File: src/rtl/exec_pkg.sv
// Shared types for the RV32I execute/memory/write-back datapath: ALU opcodes,
// forward-select encodings and the three pipeline-register payloads.
package exec_pkg;

  localparam int unsigned XLEN_W   = 32;
  localparam int unsigned RA_W_W   = 5;
  localparam int unsigned ALU_OP_W = 4;
  localparam int unsigned FWD_W    = 2;

  typedef enum logic [ALU_OP_W-1:0] {
    ALU_ADD  = 4'd0,
    ALU_SUB  = 4'd1,
    ALU_AND  = 4'd2,
    ALU_OR   = 4'd3,
    ALU_XOR  = 4'd4,
    ALU_SLT  = 4'd5,
    ALU_SLTU = 4'd6,
    ALU_SLL  = 4'd7,
    ALU_SRL  = 4'd8,
    ALU_SRA  = 4'd9
  } alu_op_e;

  localparam logic [FWD_W-1:0] FWD_NONE = 2'b00;
  localparam logic [FWD_W-1:0] FWD_WB   = 2'b01;
  localparam logic [FWD_W-1:0] FWD_MEM  = 2'b10;

  typedef struct packed {
    logic              valid;
    logic              reg_write;
    logic              mem_read;
    logic [RA_W_W-1:0] rs1;
    logic [RA_W_W-1:0] rs2;
    logic [RA_W_W-1:0] rd;
    alu_op_e           alu_sel;
    logic [XLEN_W-1:0] a;
    logic [XLEN_W-1:0] b;
  } id_ex_t;

  typedef struct packed {
    logic              valid;
    logic              reg_write;
    logic              mem_read;
    logic [RA_W_W-1:0] rd;
    logic [XLEN_W-1:0] result;
  } ex_mem_t;

  typedef struct packed {
    logic              valid;
    logic              reg_write;
    logic [RA_W_W-1:0] rd;
    logic [XLEN_W-1:0] data;
  } mem_wb_t;

  // A stage can supply rs only if it really writes a non-zero rd equal to rs.
  function automatic logic fwd_hit(input logic              valid,
                                   input logic              reg_write,
                                   input logic [RA_W_W-1:0] rd,
                                   input logic [RA_W_W-1:0] rs);
    return valid && reg_write && (rd != '0) && (rd == rs);
  endfunction

endpackage

File: src/rtl/hazard_fwd_ctrl.sv
// Combinational forward-select and stall generation for the execute pipeline.
module hazard_fwd_ctrl
  import exec_pkg::*;
#(
  parameter bit FWD_EN = 1'b1
) (
  input  logic              flush_i,
  input  logic              id_valid_i,
  input  logic [RA_W_W-1:0] id_rs1_i,
  input  logic [RA_W_W-1:0] id_rs2_i,
  input  logic              id_ex_valid_i,
  input  logic              id_ex_reg_write_i,
  input  logic              id_ex_mem_read_i,
  input  logic [RA_W_W-1:0] id_ex_rd_i,
  input  logic [RA_W_W-1:0] id_ex_rs1_i,
  input  logic [RA_W_W-1:0] id_ex_rs2_i,
  input  logic              ex_mem_valid_i,
  input  logic              ex_mem_reg_write_i,
  input  logic [RA_W_W-1:0] ex_mem_rd_i,
  input  logic              mem_wb_valid_i,
  input  logic              mem_wb_reg_write_i,
  input  logic [RA_W_W-1:0] mem_wb_rd_i,
  output logic [FWD_W-1:0]  fwd_a_c_o,
  output logic [FWD_W-1:0]  fwd_b_c_o,
  output logic              stall_c_o
);

  logic load_use;
  logic raw_near;

  always_comb begin
    fwd_a_c_o = FWD_NONE;
    fwd_b_c_o = FWD_NONE;
    load_use  = 1'b0;
    raw_near  = 1'b0;
    stall_c_o = 1'b0;

    // EX/MEM is the younger producer, so it wins over MEM/WB.
    if (FWD_EN) begin
      if (fwd_hit(ex_mem_valid_i, ex_mem_reg_write_i, ex_mem_rd_i, id_ex_rs1_i)) begin
        fwd_a_c_o = FWD_MEM;
      end else if (fwd_hit(mem_wb_valid_i, mem_wb_reg_write_i, mem_wb_rd_i, id_ex_rs1_i)) begin
        fwd_a_c_o = FWD_WB;
      end
      if (fwd_hit(ex_mem_valid_i, ex_mem_reg_write_i, ex_mem_rd_i, id_ex_rs2_i)) begin
        fwd_b_c_o = FWD_MEM;
      end else if (fwd_hit(mem_wb_valid_i, mem_wb_reg_write_i, mem_wb_rd_i, id_ex_rs2_i)) begin
        fwd_b_c_o = FWD_WB;
      end
    end

    load_use = id_ex_valid_i && id_ex_mem_read_i && (id_ex_rd_i != '0) &&
               ((id_ex_rd_i == id_rs1_i) || (id_ex_rd_i == id_rs2_i));

    // Without forwarding, wait until the producer reaches MEM/WB where the capture bypass covers it.
    raw_near = fwd_hit(id_ex_valid_i, id_ex_reg_write_i, id_ex_rd_i, id_rs1_i)   ||
               fwd_hit(id_ex_valid_i, id_ex_reg_write_i, id_ex_rd_i, id_rs2_i)   ||
               fwd_hit(ex_mem_valid_i, ex_mem_reg_write_i, ex_mem_rd_i, id_rs1_i) ||
               fwd_hit(ex_mem_valid_i, ex_mem_reg_write_i, ex_mem_rd_i, id_rs2_i);

    stall_c_o = id_valid_i && !flush_i && (FWD_EN ? load_use : raw_near);
  end

endmodule

File: src/rtl/exec_pipe_fwd.sv
// ID/EX -> EX/MEM -> MEM/WB datapath with ALU, operand forwarding, load-use
// stall, write-back capture bypass and branch flush.
module exec_pipe_fwd
  import exec_pkg::*;
#(
  parameter int unsigned XLEN   = XLEN_W,
  parameter int unsigned RA_W   = RA_W_W,
  parameter bit          FWD_EN = 1'b1
) (
  input  logic            clk,
  input  logic            reset,
  input  logic            id_valid,
  input  logic [RA_W-1:0] id_rs1,
  input  logic [RA_W-1:0] id_rs2,
  input  logic [RA_W-1:0] id_rd,
  input  logic [XLEN-1:0] id_a,
  input  logic [XLEN-1:0] id_b,
  input  logic [3:0]      id_alu_sel,
  input  logic            id_reg_write,
  input  logic            id_mem_read,
  input  logic            flush,
  input  logic [XLEN-1:0] mem_rdata,
  output logic            stall,
  output logic            ex_zero,
  output logic [XLEN-1:0] ex_result,
  output logic            wb_valid,
  output logic            wb_reg_write,
  output logic [RA_W-1:0] wb_rd,
  output logic [XLEN-1:0] wb_data
);

  localparam int unsigned SHAMT_W = $clog2(XLEN_W);

  id_ex_t  id_ex_q,  id_ex_d;
  ex_mem_t ex_mem_q, ex_mem_d;
  mem_wb_t mem_wb_q, mem_wb_d;

  logic [FWD_W-1:0]   fwd_a;
  logic [FWD_W-1:0]   fwd_b;
  logic               stall_c;
  logic [RA_W_W-1:0]  rs1_w;
  logic [RA_W_W-1:0]  rs2_w;
  logic               byp_a;
  logic               byp_b;
  logic [XLEN_W-1:0]  op_a;
  logic [XLEN_W-1:0]  op_b;
  logic [XLEN_W-1:0]  alu_res;
  logic [SHAMT_W-1:0] shamt;

  assign rs1_w = RA_W_W'(id_rs1);
  assign rs2_w = RA_W_W'(id_rs2);

  hazard_fwd_ctrl #(
    .FWD_EN (FWD_EN)
  ) u_hazard (
    .flush_i            (flush),
    .id_valid_i         (id_valid),
    .id_rs1_i           (rs1_w),
    .id_rs2_i           (rs2_w),
    .id_ex_valid_i      (id_ex_q.valid),
    .id_ex_reg_write_i  (id_ex_q.reg_write),
    .id_ex_mem_read_i   (id_ex_q.mem_read),
    .id_ex_rd_i         (id_ex_q.rd),
    .id_ex_rs1_i        (id_ex_q.rs1),
    .id_ex_rs2_i        (id_ex_q.rs2),
    .ex_mem_valid_i     (ex_mem_q.valid),
    .ex_mem_reg_write_i (ex_mem_q.reg_write),
    .ex_mem_rd_i        (ex_mem_q.rd),
    .mem_wb_valid_i     (mem_wb_q.valid),
    .mem_wb_reg_write_i (mem_wb_q.reg_write),
    .mem_wb_rd_i        (mem_wb_q.rd),
    .fwd_a_c_o          (fwd_a),
    .fwd_b_c_o          (fwd_b),
    .stall_c_o          (stall_c)
  );

  // The register bank writes at the end of WB, so a same-cycle read is stale.
  assign byp_a = fwd_hit(mem_wb_q.valid, mem_wb_q.reg_write, mem_wb_q.rd, rs1_w);
  assign byp_b = fwd_hit(mem_wb_q.valid, mem_wb_q.reg_write, mem_wb_q.rd, rs2_w);

  // ID/EX capture; stall or flush inserts a bubble.
  always_comb begin
    id_ex_d = '0;
    if (id_valid && !stall_c && !flush) begin
      id_ex_d.valid     = 1'b1;
      id_ex_d.reg_write = id_reg_write;
      id_ex_d.mem_read  = id_mem_read;
      id_ex_d.rs1       = rs1_w;
      id_ex_d.rs2       = rs2_w;
      id_ex_d.rd        = RA_W_W'(id_rd);
      id_ex_d.alu_sel   = alu_op_e'(id_alu_sel);
      id_ex_d.a         = byp_a ? mem_wb_q.data : XLEN_W'(id_a);
      id_ex_d.b         = byp_b ? mem_wb_q.data : XLEN_W'(id_b);
    end
  end

  always_comb begin
    case (fwd_a)
      FWD_MEM: op_a = ex_mem_q.result;
      FWD_WB:  op_a = mem_wb_q.data;
      default: op_a = id_ex_q.a;
    endcase
    case (fwd_b)
      FWD_MEM: op_b = ex_mem_q.result;
      FWD_WB:  op_b = mem_wb_q.data;
      default: op_b = id_ex_q.b;
    endcase
  end

  always_comb begin
    alu_res = '0;
    shamt   = op_b[SHAMT_W-1:0];
    case (id_ex_q.alu_sel)
      ALU_ADD:  alu_res = op_a + op_b;
      ALU_SUB:  alu_res = op_a - op_b;
      ALU_AND:  alu_res = op_a & op_b;
      ALU_OR:   alu_res = op_a | op_b;
      ALU_XOR:  alu_res = op_a ^ op_b;
      ALU_SLT:  alu_res = XLEN_W'($signed(op_a) < $signed(op_b));
      ALU_SLTU: alu_res = XLEN_W'(op_a < op_b);
      ALU_SLL:  alu_res = op_a << shamt;
      ALU_SRL:  alu_res = op_a >> shamt;
      ALU_SRA:  alu_res = XLEN_W'($signed(op_a) >>> shamt);
      default:  alu_res = '0;
    endcase
  end

  always_comb begin
    ex_mem_d           = '0;
    ex_mem_d.valid     = id_ex_q.valid;
    ex_mem_d.reg_write = id_ex_q.valid && id_ex_q.reg_write;
    ex_mem_d.mem_read  = id_ex_q.valid && id_ex_q.mem_read;
    ex_mem_d.rd        = id_ex_q.rd;
    ex_mem_d.result    = alu_res;
  end

  // Memory stage: loads take the returned data, everything else the ALU result.
  always_comb begin
    mem_wb_d           = '0;
    mem_wb_d.valid     = ex_mem_q.valid;
    mem_wb_d.reg_write = ex_mem_q.valid && ex_mem_q.reg_write;
    mem_wb_d.rd        = ex_mem_q.rd;
    mem_wb_d.data      = ex_mem_q.mem_read ? XLEN_W'(mem_rdata) : ex_mem_q.result;
  end

  always_ff @(posedge clk or negedge reset) begin
    if (!reset) begin
      id_ex_q  <= '0;
      ex_mem_q <= '0;
      mem_wb_q <= '0;
    end else begin
      id_ex_q  <= id_ex_d;
      ex_mem_q <= ex_mem_d;
      mem_wb_q <= mem_wb_d;
    end
  end

  assign stall        = stall_c;
  assign ex_zero      = id_ex_q.valid && (alu_res == '0);
  assign ex_result    = XLEN'(ex_mem_q.result);
  assign wb_valid     = mem_wb_q.valid;
  assign wb_reg_write = mem_wb_q.reg_write;
  assign wb_rd        = RA_W'(mem_wb_q.rd);
  assign wb_data      = XLEN'(mem_wb_q.data);

endmodule

File: config.mk
export PLATFORM = sky130hd
export DESIGN_NAME = exec_pipe_fwd
export DESIGN_NICKNAME = d
export VERILOG_FILES = /design/src/rtl/exec_pkg.sv /design/src/rtl/hazard_fwd_ctrl.sv /design/src/rtl/exec_pipe_fwd.sv
export SDC_FILE = /design/constraint.sdc
export NUM_CORES = 1
export LEC_CHECK = 0
export ABC_AREA = 1
export CORE_MARGIN = 5
export CORE_UTILIZATION = 59
export CTS_CLUSTER_SIZE = 20
export DETAILED_ROUTE_END_ITERATION = 6
export GPL_ROUTABILITY_DRIVEN = 0
export PLACE_DENSITY = 0.94
export SYNTH_ARGS = -nofsm -noshare
export SYNTH_HDL_FRONTEND = slang
export SYNTH_HIERARCHICAL = 1
export SYNTH_SLANG_ARGS = --single-unit
File: constraint.sdc
create_clock -name clk -period 5.9 [get_ports clk]
set_clock_uncertainty 0.05 [all_clocks]
set_input_delay 0.885 -clock clk [delete_from_list [all_inputs] [get_ports clk]]
set_output_delay 0.885 -clock clk [all_outputs]
set_load 0.005 [all_outputs]
==> results of run 1 <==
[cells by family after synthesis]
family	Yosys count
AOI/OAI and AO/OA	444
xor gates and xnor gates	26
adders and majority gates	103
buffers and inverters	497
DFF	165
muxes	5
and+or+nand+nor	1687
[routing by layer]
metal / global-route usage [%] / overflow
met1: 83.94 / 50
met2: 96.07 / 288
met3: 78.78 / 50
met4: 84.68 / 143
met5: 54.86 / 3
[through the flow]
stage	util [%]	instances	cell area [µm²]
detailed placement	75.22	3736	22240
global placement	75.22	3736	22240
floorplan	-	2927	17630
CTS	82.43	3819	24370
[repair_timing]
action,CTS
endpoints found under the hold margin,0
pin swaps,100
resized for setup,346
gates cloned,4
endpoints found under the setup margin,1
setup buffers,48
==> flow_summary.ini, run 1 <==
[placement]
post-place-ws_ps = -704.1
port_buffers = 193
dp_hpwl_um = 63910

[yosys]
synth_most_common_cell = nand2_1
muxShareOfSynthArea_pct = 0.3194
ys_seq_area_share_pct = 23.42
netlist_area_um2 = 17630
yosysWarnings = 6
syn_nets = 3151
synth_xor_area_share_pct = 1.292
postSynthAreaPerCell_um2 = 6.023
synth_cells = 2927
synth_fa_ha_area_share_pct = 7.395
ys_types = 53
synth_top_family_by_area = simple AND/OR/NAND/NOR gates
synth-simple-area-share_pct = 41.18
synth.ff_latch_count = 165
async_reset_ff_share_pct = 100.0
synth_commonest_cells = nand2_1, nand3_1, nor2_1
yosysTopAreaCellShare_pct = 23.42
synth_edf_count = 0
synth_compound_area_share_pct = 14.27
synth_ff_type = dfrtp_1
synth_top_area_cell = dfrtp_1
synthTopCellsByArea = dfrtp_1, nand2_1, nand3_1

[cts]
cts-root-buf = clkbuf_16
cts_hold_buf = 0
clock-sinks = 165
htreeDepth = 4
cts_buffers = 17
cts.path.max_buffers = 2

[global_route]
grt_pass1_wl_um = 221600
grt_start_max_net_pins = 113
grt_remaining_overflow = 534
groute.usage.overall_pct = 85.53
grt_pass1_vias = 34280

[floorplanning]
die_x_um = 182.9
rows = 63
initial_core_util_pct = 59.64
ioPinCount = 194
die_height_um = 182.9

[status]
stop_stage = 5_1_grt
tool.error = [ERROR GRT-0116] Global routing finished with congestion. Check the congestion regions in the DRC Viewer.
status = aborted with a tool error
==> inputs of run 2 (changes only) <==
--- a/config.mk
+++ b/config.mk
@@ -7,11 +7,10 @@
 export LEC_CHECK = 0
 export ABC_AREA = 1
 export CORE_MARGIN = 5
-export CORE_UTILIZATION = 59
-export CTS_CLUSTER_SIZE = 20
+export CORE_UTILIZATION = 40
 export DETAILED_ROUTE_END_ITERATION = 6
 export GPL_ROUTABILITY_DRIVEN = 0
-export PLACE_DENSITY = 0.94
+export PLACE_DENSITY_LB_ADDON = 0.15
 export SYNTH_ARGS = -nofsm -noshare
 export SYNTH_HDL_FRONTEND = slang
 export SYNTH_HIERARCHICAL = 1
==> flow_summary.ini, run 2 <==
[power_and_ir_drop]
p_int_mw = 2.664
p_leak_nw = 12.86
pwr-share-comb_pct = 42.1
pwr-share-seq_pct = 32.0
ir_drop_uv = 233.2
swShare_pct = 37.26
p_sw_mw = 1.582
clkPwrFrac_pct = 25.9
pwr_density_cell_nw_per_um2 = 162.7

[critical_path]
path_max_fanout = 11
worst_path_max_delay_cell = dfrtp_1
worstPathArrival_ps = 6260
critPathKind = flip-flop to flip-flop
cp-start-kind = flip-flop
slowest_delay_ps = 420
crit_path_end_kind = flip-flop
cp_common_cell = buf_4
critPathRequiredTime_ps = 6190

[sta]
min_period_ps = 5978
worst_pin_slew_ps = 1060
finalHoldViolCount = 0
post-route-period-util_pct = 101.3
setup_viol = 2
fmax_ghz = 0.1673
rsz0062_at_grt = true
fin_tns_setup_ps = -122.2
slew_violations = 0
finalWorstSetupSlack_ps = -78.32
whs_ps = 384.9
max_slew_margin_pct = 29.34

[placement]
post-place-ws_ps = -530.9
port_buffers = 193
dpl_cell_area_um2 = 23060
dp_hpwl_um = 67700
numPlacedInstances = 4014

[route]
dr_total_vias = 23730
postRouteAntennaNets = 0
wl_met3_um = 10660
drt_iter0_markers = 2851
viasPerCell = 5.738
wl_per_cell_um = 21.29
met2RoutedLength_um = 37940
dr.max_layer_used = met5
drt_wl_total_um = 88040
firstDrtPassIters = 7
wl_met1_um = 34540
drc_errors = 2

[global_route]
groute.usage.overall_pct = 34.49
grt_pass1_wl_um = 128900
antenna_found_initial = 1
grt_pass1_vias = 22580
grt_start_max_net_pins = 81
grt_remaining_overflow = 0

[floorplanning]
ioPinCount = 194
die_x_um = 219.9
die_height_um = 219.9
die_area_um2 = 48380
core_um2 = 43930
rows = 77
initial_core_util_pct = 40.13

[status]
violations = DRC, setup timing
status = finished with violations

[yosys]
synth_edf_count = 0
yosysWarnings = 6
syn_nets = 3151
synth_cells = 2927
postSynthAreaPerCell_um2 = 6.023
synth_commonest_cells = nand2_1, nand3_1, nor2_1
async_reset_ff_share_pct = 100.0
netlist_area_um2 = 17630
ys_seq_area_share_pct = 23.42
yosysTopAreaCellShare_pct = 23.42
synth_top_area_cell = dfrtp_1
synth_ff_type = dfrtp_1
synthTopCellsByArea = dfrtp_1, nand2_1, nand3_1
synth_most_common_cell = nand2_1
ys_types = 53
synth.ff_latch_count = 165

[finish]
layout-drive-gt1-share_pct = 28.08
final_cells = 4135
regMostFlops = id_ex_q
finalInstanceArea_um2 = 26100
largest_reg_flops = 80
fin_nets = 3756
layout_common_cells = nand2_1, buf_4, nand3_1
final_common_cell = nand2_1
antenna_cells = 0
area_growth_pct = 48.01

[cts]
cts_buffers = 17
htreeDepth = 4
clock-sinks = 165
cts_hold_buf = 0
cts.path.max_buffers = 2
cts-root-buf = clkbuf_16
clock_latency_ps = 440
tritoncts = built
path_clk_slew_ps = 60

[hold_path]
hold_class = flip-flop to flip-flop

[job]
drv_cap = 0
-- run 2: cell counts after synthesis --
Identical to the previous run, type by type.
-- run 2: final timing paths --
check                            start             to  slack, ps  cells after the start
max in group asynchronous        reset   ex_mem_q[37]       4200                      2
min in group asynchronous        reset    id_ex_q[57]        400                      1
hold reg to reg            id_ex_q[84]   ex_mem_q[38]        380                      2
setup reg to reg              wb_rd[1]  ex_result[16]        -80                     42
hold / removal             id_ex_q[84]   ex_mem_q[38]        380                      2
setup / recovery              wb_rd[1]  ex_result[16]        -80                     42
-- run 2: worst max-delay path: cells and delay by family, from the launching register on --
| family | cells | cell delay (ps) |
|---|---|---|
| fa+ha+maj | 2 | 600 |
| simple gates | 14 | 1490 |
| compound gates | 2 | 370 |
| flops | 1 | 420 |
| buf+inv | 24 | 2920 |
-- run 2: what timing repair did --
item,CTS,global route
buffers inserted,62,26
endpoints found under the setup margin,1,3
pin swaps,60,101
resized for setup,268,222
cloned,2,1
-- run 2: kinds of logic (layout without fill, tap and decap cells) --
kind of cell / Yosys count / after routing / share of synthesized area, %
compound gates: 444 / 444 / 14.27
xor+xnor: 26 / 26 / 1.292
fa+ha+maj: 103 / 103 / 7.395
buf+inv: 497 / 1113 / 12.12
flops: 165 / 165 / 23.42
mux: 5 / 5 / 0.3193
simple gates: 1687 / 1687 / 41.18
-- run 2: per-stage QoR --
step                      util, %  power, mW
final                       59.40      4.246
after CTS                   57.12      4.091
after detailed placement    52.49      2.833
after global routing        59.40      4.408
after floorplan                 -      2.007
after global placement      52.49      2.824
-- run 2: cell type report --
cell class,instances,area [µm²]
fill,4177,17840
multi-input combinational,2265,13000
timing repair buffer,754,6399
sequential,165,4134
inverter,329,1250
tap,592,740.7
clock buffer,19,442.9
clock inverter,11,130.1
-- run 2: power groups by stage --
stage	Combinational (mW)	Sequential, mW	Clock [mW]
floorplan	0.705	1.30	0
global placement	1.45	1.37	0
detailed placement	1.47	1.37	0
CTS	1.63	1.35	1.11
global route	1.89	1.36	1.15
finish	1.79	1.36	1.10
-- run 2: per-layer routing --
metal	track usage (%)	vias to the layer above
met1	45.98	11010
met4	15.37	2
met3	7.858	363
met2	53.47	1609
met5	0	-
li1	-	10740
Power figures use the tool's default switching activity.
==> inputs of run 3 (changes only) <==
==> constraint.sdc (replaced) <==
create_clock -name clk -period 7.15 [get_ports clk]
set_clock_uncertainty 0.05 [all_clocks]
set_input_delay 1.0725 -clock clk [delete_from_list [all_inputs] [get_ports clk]]
set_output_delay 1.0725 -clock clk [all_outputs]
set_load 0.005 [all_outputs]
==> flow_summary.ini, run 3 (synthesis gave the netlist of run 2 again) <==
[power_and_ir_drop]
p_int_mw = 1.875
pwr-share-seq_pct = 36.0
swShare_pct = 40.18
pwr_density_cell_nw_per_um2 = 147.0
ir_drop_uv = 170.9
clkPwrFrac_pct = 29.6
pwr-share-comb_pct = 34.4
p_sw_mw = 1.260
p_leak_nw = 10.37

[critical_path]
reg2reg_to = ex_result[31]
worst_path_max_delay_cell = clkdlybuf4s50_1
worstPathArrival_ps = 5890
critPathKind = flip-flop to output pin
cp-start-kind = flip-flop
r2r-start = wb_rd[3]
cp_common_cell = nand2_1
crit_path_end_kind = output pin
path_max_fanout = 17
slowest_delay_ps = 530
ff2ff_path_depth = 25
critPathRequiredTime_ps = 6030
rrSetupSlack_ps = 2410

[sta]
worst_pin_slew_ps = 1055
max_slew_margin_pct = 29.40
setup_viol = 0
finalHoldViolCount = 0
fmax_ghz = 0.1425
fin_tns_setup_ps = 0
post-route-period-util_pct = 98.12
slew_violations = 0
min_period_ps = 7016

[route]
firstDrtPassIters = 7
drt_iter0_markers = 3336
postRouteAntennaNets = 0
drc_errors = 11
dr_total_vias = 21830
drt_wl_total_um = 82850
viasPerCell = 5.960
wl_per_cell_um = 22.62

[global_route]
grt_remaining_overflow = 0
grt_start_max_net_pins = 86
antenna_found_initial = 0
grt_pass1_wl_um = 122100
grt.busiest_layer = met2
gr-usage-met3_pct = 8.257
grt_pass1_vias = 20140
gr-usage-met2_pct = 48.54
groute.usage.overall_pct = 32.97
grt_use_met1_pct = 46.09

[finish]
regMostFlops = id_ex_q
final_common_cell = nand2_1
fin_nets = 3280
n_fill_cell = 4608
largest_reg_flops = 80
area_growth_pct = 21.01
layout-drive-gt1-share_pct = 10.13
layout_common_cells = nand2_1, nand3_1, nor2_1
final_cells = 3662

[placement]
numPlacedInstances = 3618
port_buffers = 193
dp_hpwl_um = 64270

[cts]
cts_buffers = 17
path_clk_slew_ps = 70
clock-sinks = 165
cts.path.max_buffers = 2
clock_latency_ps = 460
cts_hold_buf = 0
cts-root-buf = clkbuf_16
tritoncts = built
htreeDepth = 4

[hold_path]
whs_path_depth = 0
hold_class = flip-flop to flip-flop
hold_path_startpoint = ex_mem_q[33]
hold_end = wb_rd[1]

[status]
violations = DRC
status = finished with violations

[floorplanning]
ioPinCount = 194
die_x_um = 219.9
initial_core_util_pct = 40.13
die_height_um = 219.9
core_um2 = 43930
rows = 77
die_area_um2 = 48380

[job]
drv_cap = 0
==> run 3: cell count changes in the layout (fill, tap and decap cells not counted), sizes merged <==
| cell | previous run | this run |
|---|---|---|
| buf | 561 | 85 |
| inv | 325 | 330 |
| bufinv | 2 | 0 |
| clkbuf | 20 | 18 |
| clkinv | 9 | 11 |
| bufbuf | 1 | 0 |
| clkdlybuf4s50 | 191 | 192 |
| clkinvlp | 4 | 3 |
| diode | 0 | 1 |
==> run 3: critical path: cells and delay by family, from the launching register on <==
family          cells  cell delay (ps)
flops               1              470
fa+ha+maj           2              740
buf+inv             6             1110
simple gates       15             1920
xor+xnor            2              380
compound gates      3              820
==> run 3: worst max-delay path by stage <==
stage / start / endpoint / slack [ps] / depth (start not counted)
finish: wb_rd[3] / ex_zero / 130 / 28
global route: wb_rd[3] / ex_zero / -20 / 32
CTS: wb_rd[3] / ex_zero / 7 / 30
detailed placement: wb_rd[4] / ex_zero / -2 / 29
global placement: wb_rd[0] / ex_zero / -20 / 30
floorplan: wb_rd[2] / ex_zero / 1780 / 31
==> run 3: what timing repair did <==
item | in CTS | in global routing
buffers inserted | 1 | 9
setup endpoints to repair | 1 | 1
gates cloned | 0 | 1
pin swaps | 1 | 11
gates resized for setup | 42 | 150
==> run 3: final cells by class <==
cell class | count | area (µm²) | area share [%]
clock buffer | 17 | 425.4 | 1.994
clock inverter | 15 | 160.2 | 0.7507
sequential | 165 | 4138 | 19.39
inverter | 329 | 1246 | 5.841
multi-input combinational | 2265 | 11960 | 56.04
tap | 592 | 740.7 | 3.472
timing repair buffer | 278 | 2665 | 12.49
antenna | 1 | 2.502 | 0.01173
==> run 3: metal layers <==
layer / wire length (µm) / part of all wire (%)
met1: 33410 / 40
met2: 34340 / 41
met3: 10720 / 13
met4: 4376 / 5.3
met5: 0 / 0
==> run 3: power groups by stage <==
stage	logic (mW)	clock network (mW)	registers, mW
2_1_floorplan	0.581	0	1.07
3_3_place_gp	0.989	0	1.14
3_5_place_dp	0.992	0	1.13
4_1_cts	1.00	0.934	1.12
5_1_grt	1.16	0.981	1.13
6_report	1.08	0.929	1.13
==> run 3: per-stage QoR <==
stage                     hold WS, ps  total power, mW  utilization [%]  area (µm²)  setup WS, ps
final                           378.5            3.135            48.56       21330         134.2
after global routing            391.8            3.276            48.56       21330        -22.16
after CTS                       380.1            3.057            47.11       20700         6.901
after detailed placement        363.6            2.125            45.58       20020        -2.240
after global placement          363.4            2.126            45.58       20020        -15.84
after floorplan                 324.7            1.656                -       17630          1778
